**config.mk**
```make
export PLATFORM = sky130hd
export DESIGN_NAME = bit_popcount_seq_flat
export DESIGN_NICKNAME = d
export VERILOG_FILES = /design/src/rtl/bit_popcount_seq_if.sv /design/src/rtl/bit_popcount_seq.sv /design/src/flat_wrapper.sv
export SDC_FILE = /design/constraint.sdc
export NUM_CORES = 1
export LEC_CHECK = 0
export ABC_AREA = 0
export CAP_MARGIN = 25
export CORE_MARGIN = 2
export CORE_UTILIZATION = 45
export DETAILED_ROUTE_END_ITERATION = 10
export PLACE_DENSITY = 0.72
export REMOVE_ABC_BUFFERS = 1
export SLEW_MARGIN = 20
export SYNTH_ARGS = -nofsm -noshare
export SYNTH_HDL_FRONTEND = slang
export SYNTH_SLANG_ARGS = --single-unit
```
**constraint.sdc**
```tcl
create_clock -name clk -period 4.5 [get_ports clk]
set_input_delay 0.9 -clock clk [delete_from_list [all_inputs] [get_ports clk]]
set_output_delay 0.9 -clock clk [all_outputs]
set_load 0.03 [all_outputs]
```
**src/rtl/bit_popcount_seq_if.sv**
```systemverilog
// Handshake and result bundle for bit_popcount_seq.
// When BIT_POPCOUNT_SEQ_FIRST_EN is defined, the first-match result
// signals (first_idx, found) are added to the bundle.
interface bit_popcount_seq_if #(
  parameter int WIDTH = 256,
  parameter int CW    = $clog2(WIDTH + 1)
);
  logic             start;
  logic             mode;
  logic [WIDTH-1:0] in;
  logic             busy;
  logic             done;
  logic [CW-1:0]    count;
`ifdef BIT_POPCOUNT_SEQ_FIRST_EN
  logic [CW-1:0]    first_idx;
  logic             found;
`endif

  // Requester side: issues operations and observes the result.
  modport master (
    output start, mode, in,
`ifdef BIT_POPCOUNT_SEQ_FIRST_EN
    input  first_idx, found,
`endif
    input  busy, done, count
  );

  // Counter side.
  modport slave (
    input  start, mode, in,
`ifdef BIT_POPCOUNT_SEQ_FIRST_EN
    output first_idx, found,
`endif
    output busy, done, count
  );
endinterface

```
**src/rtl/bit_popcount_seq.sv**
```systemverilog
// Sequential population counter: examines a WIDTH-bit operand SLICE bits
// per clock and reports the number of ones (mode=0) or zeros (mode=1).
// Optional feature macro BIT_POPCOUNT_SEQ_FIRST_EN adds the lowest
// matching bit index (first_idx) and a match flag (found).
//
// state | meaning
// IDLE  | waiting for start; count holds the last result
// RUN   | one slice of the shift register consumed per cycle
// DONE  | publish accumulator to count, pulse done, return to IDLE
module bit_popcount_seq #(
  parameter int WIDTH = 256,
  parameter int SLICE = 8,
  parameter int CW    = $clog2(WIDTH + 1)
) (
  input  logic              clk,
  input  logic              rst_n,
  bit_popcount_seq_if.slave bus
);
  localparam int NSLICE = WIDTH / SLICE;
  localparam int SCW    = (NSLICE > 1) ? $clog2(NSLICE) : 1;
  localparam int PW     = $clog2(SLICE + 1);
  localparam logic [SCW-1:0] LAST_SLICE = SCW'(NSLICE - 1);

  typedef enum logic [1:0] {
    IDLE = 2'd0,
    RUN  = 2'd1,
    DONE = 2'd2
  } state_t;

  state_t           state;
  logic [WIDTH-1:0] shreg;
  logic             mode_r;
  logic [CW-1:0]    acc;
  logic [SCW-1:0]   slice_cnt;
  logic             busy_r;
  logic             done_r;
  logic [CW-1:0]    count_r;
  logic [PW-1:0]    slice_pop;

  // Count the bits of the current slice that match the captured target
  // (a bit matches when it differs from mode: ones for mode=0, zeros for mode=1).
  always_comb begin
    slice_pop = '0;
    for (int i = 0; i < SLICE; i++) begin
      slice_pop = slice_pop + PW'(shreg[i] ^ mode_r);
    end
  end

  // Sequencing FSM with registered busy/done/count.
  always_ff @(posedge clk or negedge rst_n) begin
    if (!rst_n) begin
      state     <= IDLE;
      shreg     <= '0;
      mode_r    <= 1'b0;
      acc       <= '0;
      slice_cnt <= '0;
      busy_r    <= 1'b0;
      done_r    <= 1'b0;
      count_r   <= '0;
    end else begin
      done_r <= 1'b0;
      case (state)
        IDLE: begin
          if (bus.start) begin
            shreg     <= bus.in;
            mode_r    <= bus.mode;
            acc       <= '0;
            slice_cnt <= '0;
            busy_r    <= 1'b1;
            state     <= RUN;
          end
        end
        RUN: begin
          acc   <= acc + CW'(slice_pop);
          shreg <= shreg >> SLICE;
          if (slice_cnt == LAST_SLICE) begin
            busy_r <= 1'b0;
            state  <= DONE;
          end else begin
            slice_cnt <= slice_cnt + SCW'(1);
          end
        end
        DONE: begin
          count_r <= acc;
          done_r  <= 1'b1;
          state   <= IDLE;
        end
        default: state <= IDLE;
      endcase
    end
  end

  assign bus.busy  = busy_r;
  assign bus.done  = done_r;
  assign bus.count = count_r;

`ifdef BIT_POPCOUNT_SEQ_FIRST_EN
  logic          slice_hit;
  logic [CW-1:0] slice_pos;
  logic          hit_r;
  logic [CW-1:0] pos_r;
  logic          found_r;
  logic [CW-1:0] first_idx_r;

  // Lowest matching bit within the current slice; scanning downward lets
  // the lowest index win.
  always_comb begin
    slice_hit = 1'b0;
    slice_pos = '0;
    for (int i = SLICE - 1; i >= 0; i--) begin
      if (shreg[i] ^ mode_r) begin
        slice_hit = 1'b1;
        slice_pos = CW'(i);
      end
    end
  end

  // Track the first match across slices and publish it alongside count.
  always_ff @(posedge clk or negedge rst_n) begin
    if (!rst_n) begin
      hit_r       <= 1'b0;
      pos_r       <= '0;
      found_r     <= 1'b0;
      first_idx_r <= '0;
    end else begin
      case (state)
        IDLE: begin
          if (bus.start) begin
            hit_r <= 1'b0;
            pos_r <= '0;
          end
        end
        RUN: begin
          if (!hit_r && slice_hit) begin
            hit_r <= 1'b1;
            pos_r <= CW'(slice_cnt) * CW'(SLICE) + slice_pos;
          end
        end
        DONE: begin
          found_r     <= hit_r;
          first_idx_r <= pos_r;
        end
        default: ;
      endcase
    end
  end

  assign bus.found     = found_r;
  assign bus.first_idx = first_idx_r;
`endif
endmodule

```
**src/flat_wrapper.sv**
```systemverilog
// flat-port wrapper written by rule: the top's interface ports become plain ports
module bit_popcount_seq_flat 
#(
  parameter int WIDTH = 256,
  parameter int SLICE = 8,
  parameter int CW    = $clog2(WIDTH + 1)
)
  (clk, rst_n, bus_start, bus_mode, bus_in, bus_busy, bus_done, bus_count);
  bit_popcount_seq_if #(.WIDTH(WIDTH), .CW(CW)) bus_i ();
  input  logic clk;
  input  logic rst_n;
  input wire logic [$bits(bus_i.start)-1:0] bus_start;
  input wire logic [$bits(bus_i.mode)-1:0] bus_mode;
  input wire logic [$bits(bus_i.in)-1:0] bus_in;
  output wire logic [$bits(bus_i.busy)-1:0] bus_busy;
  output wire logic [$bits(bus_i.done)-1:0] bus_done;
  output wire logic [$bits(bus_i.count)-1:0] bus_count;
  assign bus_i.start = bus_start;
  assign bus_i.mode = bus_mode;
  assign bus_i.in = bus_in;
  assign bus_busy = bus_i.busy;
  assign bus_done = bus_i.done;
  assign bus_count = bus_i.count;
  bit_popcount_seq #(.WIDTH(WIDTH), .SLICE(SLICE), .CW(CW)) u_core (.clk(clk), .rst_n(rst_n), .bus(bus_i));
endmodule
```
# == Yosys cells after proc, flatten, opt, wreduce, memory -nomap -nowiden ==
# Index checks and enable logic that the tools add are counted.
# classes
addsub,9
mul,0
n_div,0
magnitude_cmp,0
n_eq_ne,6
shift,0
mux,14
bitwise,8
n_reduce_logical,7
# ops
cell,count
$pmux W256 S2,1
$mux W256,1
$add A4 B4 Y4,7
$pmux W9 S2,1
$mux W5,2
$pmux W5 S2,1
$add A9 B4 Y9,1
$mux W9,1
$xor A1 B1 Y1,8
$reduce_and A2 Y1,3
$reduce_and A3 Y1,2
$add A5 B1 Y5 const B,1
$eq A5 B5 Y1 const B,1
$mux W2,2
$ne A2 B2 Y1 const B,2
$pmux W2 S2,1
$mux W1,3
$eq A2 B1 Y1 const B,1
$eq A2 B2 Y1 const B,1
$logic_not A2 Y1,1
$ne A2 B1 Y1 const B,1
$pmux W1 S2,1
$reduce_bool A2 Y1,1
# totals
ff_bits,284
latch_bits,0
ramBits,0
romBits,0
inputBits,260
output_inout_bits,11
word_cells,52
memories,0

# == Longest topological paths before layout ==
# Gate-level depths: netlist (run 1).
# logic_depth
ltp_word,10
ltp_mapped,16
mapped_depth_nobuf,15

# == Least setup slack after synthesis (run 1) ==
# Ideal clock, no wire load.
# synth_path
kind,register to register
startpoint,register u_core.mode_r
endpoint,register u_core.acc[8]
setup_time_ns,0.123
arrival_ns,3.970
t_required_ns,4.377
path_slack_ns,0.407
path_stages_with_launch,16
n_path_buf,1
period_less_slack_ns,4.093
cell_sequence,dfrtp_1 buf_2 xnor2_1 fa_1 inv_1 fa_1 inv_1 fa_1 inv_1 ha_1 fa_1 inv_1 fa_1 o21ai_0 nand4_1 mux2i_1
# synth_between
elab_chain_len,10
word_cells_on_any_way,17
cone_classes,8 x add/sub; 1 x mux; 8 x bitwise
# synth_lines
item,line,text
"start, declared",bit_popcount_seq.sv:32,logic mode_r;
"start signal, assigned",bit_popcount_seq.sv:66,mode_r <= bus.mode;
$xor A1 B1 Y1,bit_popcount_seq.sv:45,slice_pop = slice_pop + PW'(shreg[i] ^ mode_r);
$add A4 B4 Y4 (6 in series),bit_popcount_seq.sv:45,
$add A4 B4 Y4 (*),bit_popcount_seq.sv:45,
$add A9 B4 Y9 (*),bit_popcount_seq.sv:74,acc <= acc + CW'(slice_pop);
$pmux W9 S2 (*),bit_popcount_seq.sv:62,case (state)
"end signal, assigned",bit_popcount_seq.sv:74,
"end, declared",bit_popcount_seq.sv:33,logic [CW-1:0] acc;
# Every way passes the cells marked *; elsewhere a longest branch is shown, timed or not.
# A chain may end at the register's enable or synchronous reset.

# == Worst setup path in the final report (run 1) ==
# Same ends and word-level chain as after synthesis.

==> flow_metrics.env, run 1 <==
export IMPL_post_route_period_util=0.936
export IMPL_synth_seq_cells=284
export IMPL_grt_pass1_wl_um=53100
export IMPL_dpl_cell_area_um2=15500
export IMPL_antenna_found_initial=2
export IMPL_synth_cell_area_um2=12600
export IMPL_wl_um=32600
export IMPL_cpMaxStageDelayCell="fa_1"
export IMPL_multiInputGateArea_um2=4950
export IMPL_hp_class="input port to async pin"
export IMPL_num_io_pins=271
export IMPL_pwr_density_cell_nw_per_um2=681
export IMPL_port_buffer_count=270
export IMPL_tritoncts_buffers=30
export IMPL_final_design_area_no_fill_um2=16500
export IMPL_skew_ns=0.00921
export IMPL_cts_repair_timing_setup_buffer_count=0
export IMPL_clkSlewWorstSetupHoldPaths_ns=0.06
export IMPL_drt_iter0_markers=957
export IMPL_vias_in_the_first_global_route=10300
export IMPL_cts_tree="yes"
export IMPL_synthesis_instances=1267
export IMPL_worst_ep_required_time_ns=4.93
export IMPL_dp_hpwl_um=19500
export IMPL_netlist_top_cells_area="dfrtp_1 56%, a22oi_1 15%, nand2_1 7.6%"
export IMPL_mux_cell_area_share_after_synthesis=0.0120
export IMPL_leakagePower_uw=0.00673
export IMPL_worst_skew_pair_late_latency_ns=0.55
export IMPL_vdd_drop_max_mv=0.514
export IMPL_syn_to_final_growth_pct=30.1
export IMPL_gp_routability_congestion=0.769
export IMPL_critical_path_most_common_cell="fa_1"
export IMPL_die_area_um2=29500
export IMPL_global_router_s_overall_resource_usage=0.219
export IMPL_critical_path_cell_chain="xnor2_1 > fa_1 > inv_1 > fa_1 > inv_1 > fa_1 > inv_1 > ha_1 > fa_1 > inv_1 > fa_1 > o21ai_0 > nand4_1 > mux2i_1"
export IMPL_routedWlPerCell_um=17.5
export IMPL_synth_yosys_seq_area_share=0.562
export IMPL_route_detailed_drc=0
export IMPL_post_route_util=0.594
export IMPL_drt_antenna_violating_nets=0
export IMPL_layout_area_seq_um2=7110
export IMPL_report_final_slew_viol_count=0
export IMPL_power_total_uw=11200
export IMPL_combinational_family_with_the_most_area_after_synthesis="compound AO/OA/AOI/OAI gates"
export IMPL_synth_yosys_warnings=0
export IMPL_post_route_cells_drive_above_1_share=0.0512
export IMPL_outcome="finished, final reports clean"
export IMPL_worst_r2r_path_depth=14
export IMPL_pin_count_of_the_biggest_net_entering_global_routing=177
export IMPL_buffers_inverters_on_critical_path=4
export IMPL_worstMarginPinSlew_ns=0.994
export IMPL_worstSetupPathType="flop to flop"
export IMPL_dr_total_vias=10300
export IMPL_cp_num_cells=14
export IMPL_slew_limit_headroom=0.337
export IMPL_detailedRoute_firstPassIterationCount=6
export IMPL_post_synth_top_area_cell="dfrtp_1"
export IMPL_max_stage_delay_on_crit_path_ns=0.57
export IMPL_cts_hold_repair_buffers=0
export IMPL_vias_per_cell=5.52
export IMPL_die_w_um=172
export IMPL_wp_data_arrival_ns=4.65
export IMPL_rows=61
export IMPL_yosys_area_share_simple=0.0901
export IMPL_place_worst_setup_slack_ns=0.266
export IMPL_max_clock_path_buffers=3
export IMPL_final_period_minus_worst_setup_slack_ns=4.21
export IMPL_post_synth_num_cell_types=30
export IMPL_crit_path_leading_delay_family="adder cells"
export IMPL_whs_ns=0.422
export IMPL_yosys_area_share_adder=0.0178
export IMPL_fmax_mhz=237
export IMPL_timing_critical_path_to_type="flop"
export IMPL_clock_sinks=284
export IMPL_timing_max_cap_violations=0
export IMPL_effective_utilization_at_floorplan=0.457
export IMPL_share_of_yosys_cell_area_claimed_by_the_top_area_cell_type=0.562
export IMPL_synth_compound_area_frac=0.261
export IMPL_post_cts_resized=0
export IMPL_post_route_worst_setup_slack_ns=0.288
export IMPL_critPathMaxFanout=4
export IMPL_global_route_overflow_total=0
export IMPL_fill_cells=2380
export IMPL_finalHoldViolCount=0
export IMPL_htree_num_levels=1
export IMPL_synth_xor_area_share=0.00900
export IMPL_nets=1738
export IMPL_core_um2=27700
export IMPL_chipHeight_um=172
export IMPL_report_final_setup_viol=0
export IMPL_timing_critical_path_from_type="flop"
export IMPL_grt_setup_unrepaired="no"
export IMPL_final_cell_mix="282 x dfrtp_1, 269 x clkdlybuf4s50_1, 257 x nand2_1, 248 x a22oi_1, 145 x o21ai_0"
export IMPL_syn_mean_instance_area_um2=9.98
export IMPL_clk_root_buffer_cell="clkbuf_16"
export IMPL_mostFrequentLayoutCell="dfrtp_1"
where the power goes:
group	internal [µW]	switching [µW]	total (µW)
sequential	3620	617	4240
combinational	2100	2430	4540
clock	1420	1010	2430
total	7150	4060	11200
cell usage after synthesis:
library cell  count
dfrtp_1         284
nand2_1         257
a22oi_1         248
o21ai_0         145
o21ai_1         109
buf_2            63
clkbuf_1         44
a21oi_1          12
inv_1            12
a22o_1           11
ha_1             10
nor2b_1          10
mux2_2            9
xor2_1            7
xnor2_1           6
fa_1              5
mux2i_1           5
buf_4             4
buf_6             4
nor2_1            4
nand3_1           3
nor2b_2           3
and3_1            2
buf_1             2
nand2b_1          2
nand4_1           2
a211oi_1          1
and2_1            1
nor3b_2           1
o21bai_1          1
worst register-to-register path, cell delays in order, from the launching register on:
cell,delay (ns)
dfrtp_1,0.43
xnor2_1,0.17
fa_1,0.54
inv_1,0.05
fa_1,0.47
inv_1,0.05
fa_1,0.47
inv_1,0.04
ha_1,0.21
fa_1,0.57
inv_1,0.06
fa_1,0.39
o21ai_0,0.35
nand4_1,0.17
mux2i_1,0.14
metrics by stage:
stage | instances | setup TNS (ns)
floorplan | 1150 | -2500.84
global placement | 1808 | 0
detailed placement | 1808 | 0
CTS | 1861 | 0
global route | 1862 | 0
finish | 1864 | 0
final timing paths:
kind,start,end,slack [ns]
max,u_core.mode_r$_DFFE_PN0P_,u_core.acc[8]$_DFFE_PN0P_,0.29
max in group asynchronous,rst_n,u_core.shreg[163]$_DFFE_PN0P_,3.11
min,rst_n,u_core.bus.done$_DFF_PN0_,0.42
max reg2reg,u_core.mode_r$_DFFE_PN0P_,u_core.acc[8]$_DFFE_PN0P_,0.29
min reg2reg,u_core.shreg[88]$_DFFE_PN0P_,u_core.shreg[88]$_DFFE_PN0P_,0.48
min in group clk,u_core.shreg[88]$_DFFE_PN0P_,u_core.shreg[88]$_DFFE_PN0P_,0.48
sequential cells by signal (all words and copies together) (netlist names):
register / flops
u_core.bus.done: 1
u_core.state: 2
u_core.shreg: 256
u_core.bus.count: 9
u_core.slice_cnt: 5
u_core.acc: 9
u_core.mode_r: 1
u_core.bus.busy: 1
metal layers:
layer	share of wire	track usage	vias up
met1	0.43	0.303	5008
met3	0.096	0.0725	32
met4	0.0091	0.0321	2
li1	-	-	4938
met5	0.00040	0	-
met2	0.46	0.343	310
kinds of logic after synthesis:
kind of cell | count (synthesis)
adder cells (fa/ha/maj) | 15
AO/OA/AOI/OAI | 527
XOR/XNOR | 13
flip-flops | 284
AND/OR/NAND/NOR | 285
multiplexers | 14
buffers and inverters | 129
layout make-up:
class / count / area share
inverter: 12 / 0.00274
sequential: 284 / 0.432
antenna: 2 / 0.000304
clock buffer: 43 / 0.0541
clock inverter: 10 / 0.00487
multi-input combinational: 854 / 0.301
tap: 378 / 0.0287
timing repair buffer: 281 / 0.176
(Power assumes the default switching activity.)
==> inputs of run 2 (changes only) <==
--- a/config.mk
+++ b/config.mk
@@ -9,6 +9,7 @@
 export CAP_MARGIN = 25
 export CORE_MARGIN = 2
 export CORE_UTILIZATION = 45
+export CTS_CLUSTER_SIZE = 40
 export DETAILED_ROUTE_END_ITERATION = 10
 export PLACE_DENSITY = 0.72
 export REMOVE_ABC_BUFFERS = 1
==> flow_metrics.env, run 2 (synthesis results as in run 1) <==
export IMPL_slew_limit_headroom=0.328
export IMPL_hp_class="input port to async pin"
export IMPL_cts_hold_repair_buffers=0
export IMPL_post_route_cells_drive_above_1_share=0.0512
export IMPL_critPathMaxFanout=4
export IMPL_regToRegStartpoint="u_core.mode_r$_DFFE_PN0P_"
export IMPL_drt_iter0_markers=1004
export IMPL_vias_per_cell=5.54
export IMPL_htree_num_levels=1
export IMPL_die_area_um2=29500
export IMPL_vias_in_the_first_global_route=10300
export IMPL_mostFrequentLayoutCell="dfrtp_1"
export IMPL_gp_routability_congestion=0.769
export IMPL_placed_cells_incl_taps=1808
export IMPL_critical_path_most_common_cell="fa_1"
export IMPL_cts_repair_timing_setup_buffer_count=0
export IMPL_worstSetupPathType="flop to flop"
export IMPL_buffers_inverters_on_critical_path=4
export IMPL_chipHeight_um=172
export IMPL_pin_count_of_the_biggest_net_entering_global_routing=177
export IMPL_largest_register_ffs=256
export IMPL_slack_of_the_worst_reg_to_reg_path_ns=0.29
export IMPL_syn_to_final_growth_pct=30.1
export IMPL_max_clock_path_buffers=3
export IMPL_power_total_uw=11200
export IMPL_worst_ep_required_time_ns=4.94
export IMPL_clkSlewWorstSetupHoldPaths_ns=0.06
export IMPL_critical_path_cell_chain="xnor2_1 > fa_1 > inv_1 > fa_1 > inv_1 > fa_1 > inv_1 > ha_1 > fa_1 > inv_1 > fa_1 > o21ai_0 > nand4_1 > mux2i_1"
export IMPL_port_buffer_count=270
export IMPL_final_cell_count_no_fill=1864
export IMPL_global_route_overflow_total=0
export IMPL_global_router_s_overall_resource_usage=0.219
export IMPL_num_io_pins=271
export IMPL_skew_ns=0.0105
export IMPL_wl_um=32700
export IMPL_timing_critical_path_to_type="flop"
export IMPL_vdd_drop_max_mv=0.514
export IMPL_post_cts_resized=0
export IMPL_clock_sinks=284
export IMPL_leakagePower_uw=0.00673
export IMPL_largest_register="u_core.shreg"
export IMPL_route_detailed_drc=0
export IMPL_finalHoldViolCount=0
export IMPL_tritoncts_buffers=30
export IMPL_worst_skew_pair_late_latency_ns=0.55
export IMPL_dr_total_vias=10300
export IMPL_core_um2=27700
export IMPL_cts_tree="yes"
export IMPL_detailedRoute_firstPassIterationCount=5
export IMPL_antenna_found_initial=2
export IMPL_grt_setup_unrepaired="no"
export IMPL_outcome="finished, final reports clean"
export IMPL_timing_critical_path_from_type="flop"
export IMPL_final_period_minus_worst_setup_slack_ns=4.21
export IMPL_timing_max_cap_violations=0
export IMPL_final_cell_mix="282 x dfrtp_1, 269 x clkdlybuf4s50_1, 257 x nand2_1, 248 x a22oi_1, 145 x o21ai_0"
export IMPL_nets=1738
export IMPL_fmax_mhz=237
export IMPL_fill_cells=2380
export IMPL_cpMaxStageDelayCell="fa_1"
export IMPL_worstMarginPinSlew_ns=1.01
export IMPL_effective_utilization_at_floorplan=0.457
export IMPL_routedWlPerCell_um=17.5
export IMPL_reg2reg_to="u_core.acc[8]$_DFFE_PN0P_"
export IMPL_max_stage_delay_on_crit_path_ns=0.57
export IMPL_worst_r2r_path_depth=14
export IMPL_rows=61
export IMPL_report_final_slew_viol_count=0
export IMPL_die_w_um=172
export IMPL_pwr_density_cell_nw_per_um2=681
export IMPL_post_route_period_util=0.936
export IMPL_report_final_setup_viol=0
export IMPL_clk_root_buffer_cell="clkbuf_16"
export IMPL_wp_data_arrival_ns=4.65
export IMPL_grt_pass1_wl_um=53100
export IMPL_drt_antenna_violating_nets=0
export IMPL_crit_path_leading_delay_family="adder cells"
export IMPL_dp_hpwl_um=19500
## run 2: cell counts in the layout (fill, tap and decap cells not counted)
No cell type changed its count.
## run 2: worst reg2reg max path: stages, from the launching register on
cell     delay (ns)
dfrtp_1        0.43
xnor2_1        0.17
fa_1           0.54
inv_1          0.05
fa_1           0.47
inv_1          0.05
fa_1           0.47
inv_1          0.04
ha_1           0.21
fa_1           0.57
inv_1          0.06
fa_1           0.39
o21ai_0        0.35
nand4_1        0.17
mux2i_1        0.14
## run 2: through the flow
step	cell area, µm²	hold slack (ns)	setup TNS (ns)	setup slack, ns	util
finish	16500	0.432	0	0.287	0.594
detailed placement	15500	0.469	0	0.266	0.558
global route	16500	0.502	0	0.0500	0.594
floorplan	12100	0.441	-2500.84	-9.82	-
global placement	15500	0.461	0	0.349	0.558
CTS	16400	0.484	0	0.261	0.593
## run 2: worst max path at each step
stage | startpoint | endpoint | slack, ns | depth (start not counted)
floorplan | u_core.state[0]$_DFFE_PN0P_ | u_core.acc[0]$_DFFE_PN0P_ | -9.82 | 2
global placement | u_core.mode_r$_DFFE_PN0P_ | u_core.acc[8]$_DFFE_PN0P_ | 0.35 | 14
detailed placement | u_core.mode_r$_DFFE_PN0P_ | u_core.acc[8]$_DFFE_PN0P_ | 0.27 | 14
CTS | u_core.mode_r$_DFFE_PN0P_ | u_core.acc[8]$_DFFE_PN0P_ | 0.26 | 14
global route | u_core.mode_r$_DFFE_PN0P_ | u_core.acc[5]$_DFFE_PN0P_ | 0.05 | 15
finish | u_core.mode_r$_DFFE_PN0P_ | u_core.acc[8]$_DFFE_PN0P_ | 0.29 | 14
## run 2: cell type report
| cell class | instances | area (µm²) | share of cell area |
|---|---|---|---|
| Antenna cell | 2 | 5.00 | 0.000304 |
| Clock buffer | 43 | 891 | 0.0541 |
| Clock inverter | 10 | 80.1 | 0.00487 |
| Inverter | 12 | 45.0 | 0.00274 |
| Multi-Input combinational cell | 854 | 4950 | 0.301 |
| Sequential cell | 284 | 7110 | 0.432 |
| Tap cell | 378 | 473 | 0.0287 |
| Timing Repair Buffer | 281 | 2900 | 0.176 |
## run 2: power breakdown
part | leakage [µW] | internal, µW | switching, µW
clock network | 0.000480 | 1420 | 1010
registers | 0.00367 | 3620 | 616
logic | 0.00259 | 2110 | 2440
total | 0.00673 | 7150 | 4070
## run 2: metal layers
metal / track usage / share of wire / wire (µm) / vias up
met1: 0.303 / 0.43 / 14200 / 5044
met4: 0.0321 / 0.0091 / 297 / 2
met3: 0.0725 / 0.093 / 3040 / 32
li1: - / - / - / 4940
met2: 0.343 / 0.46 / 15200 / 312
met5: 0 / 0.00040 / 13 / -
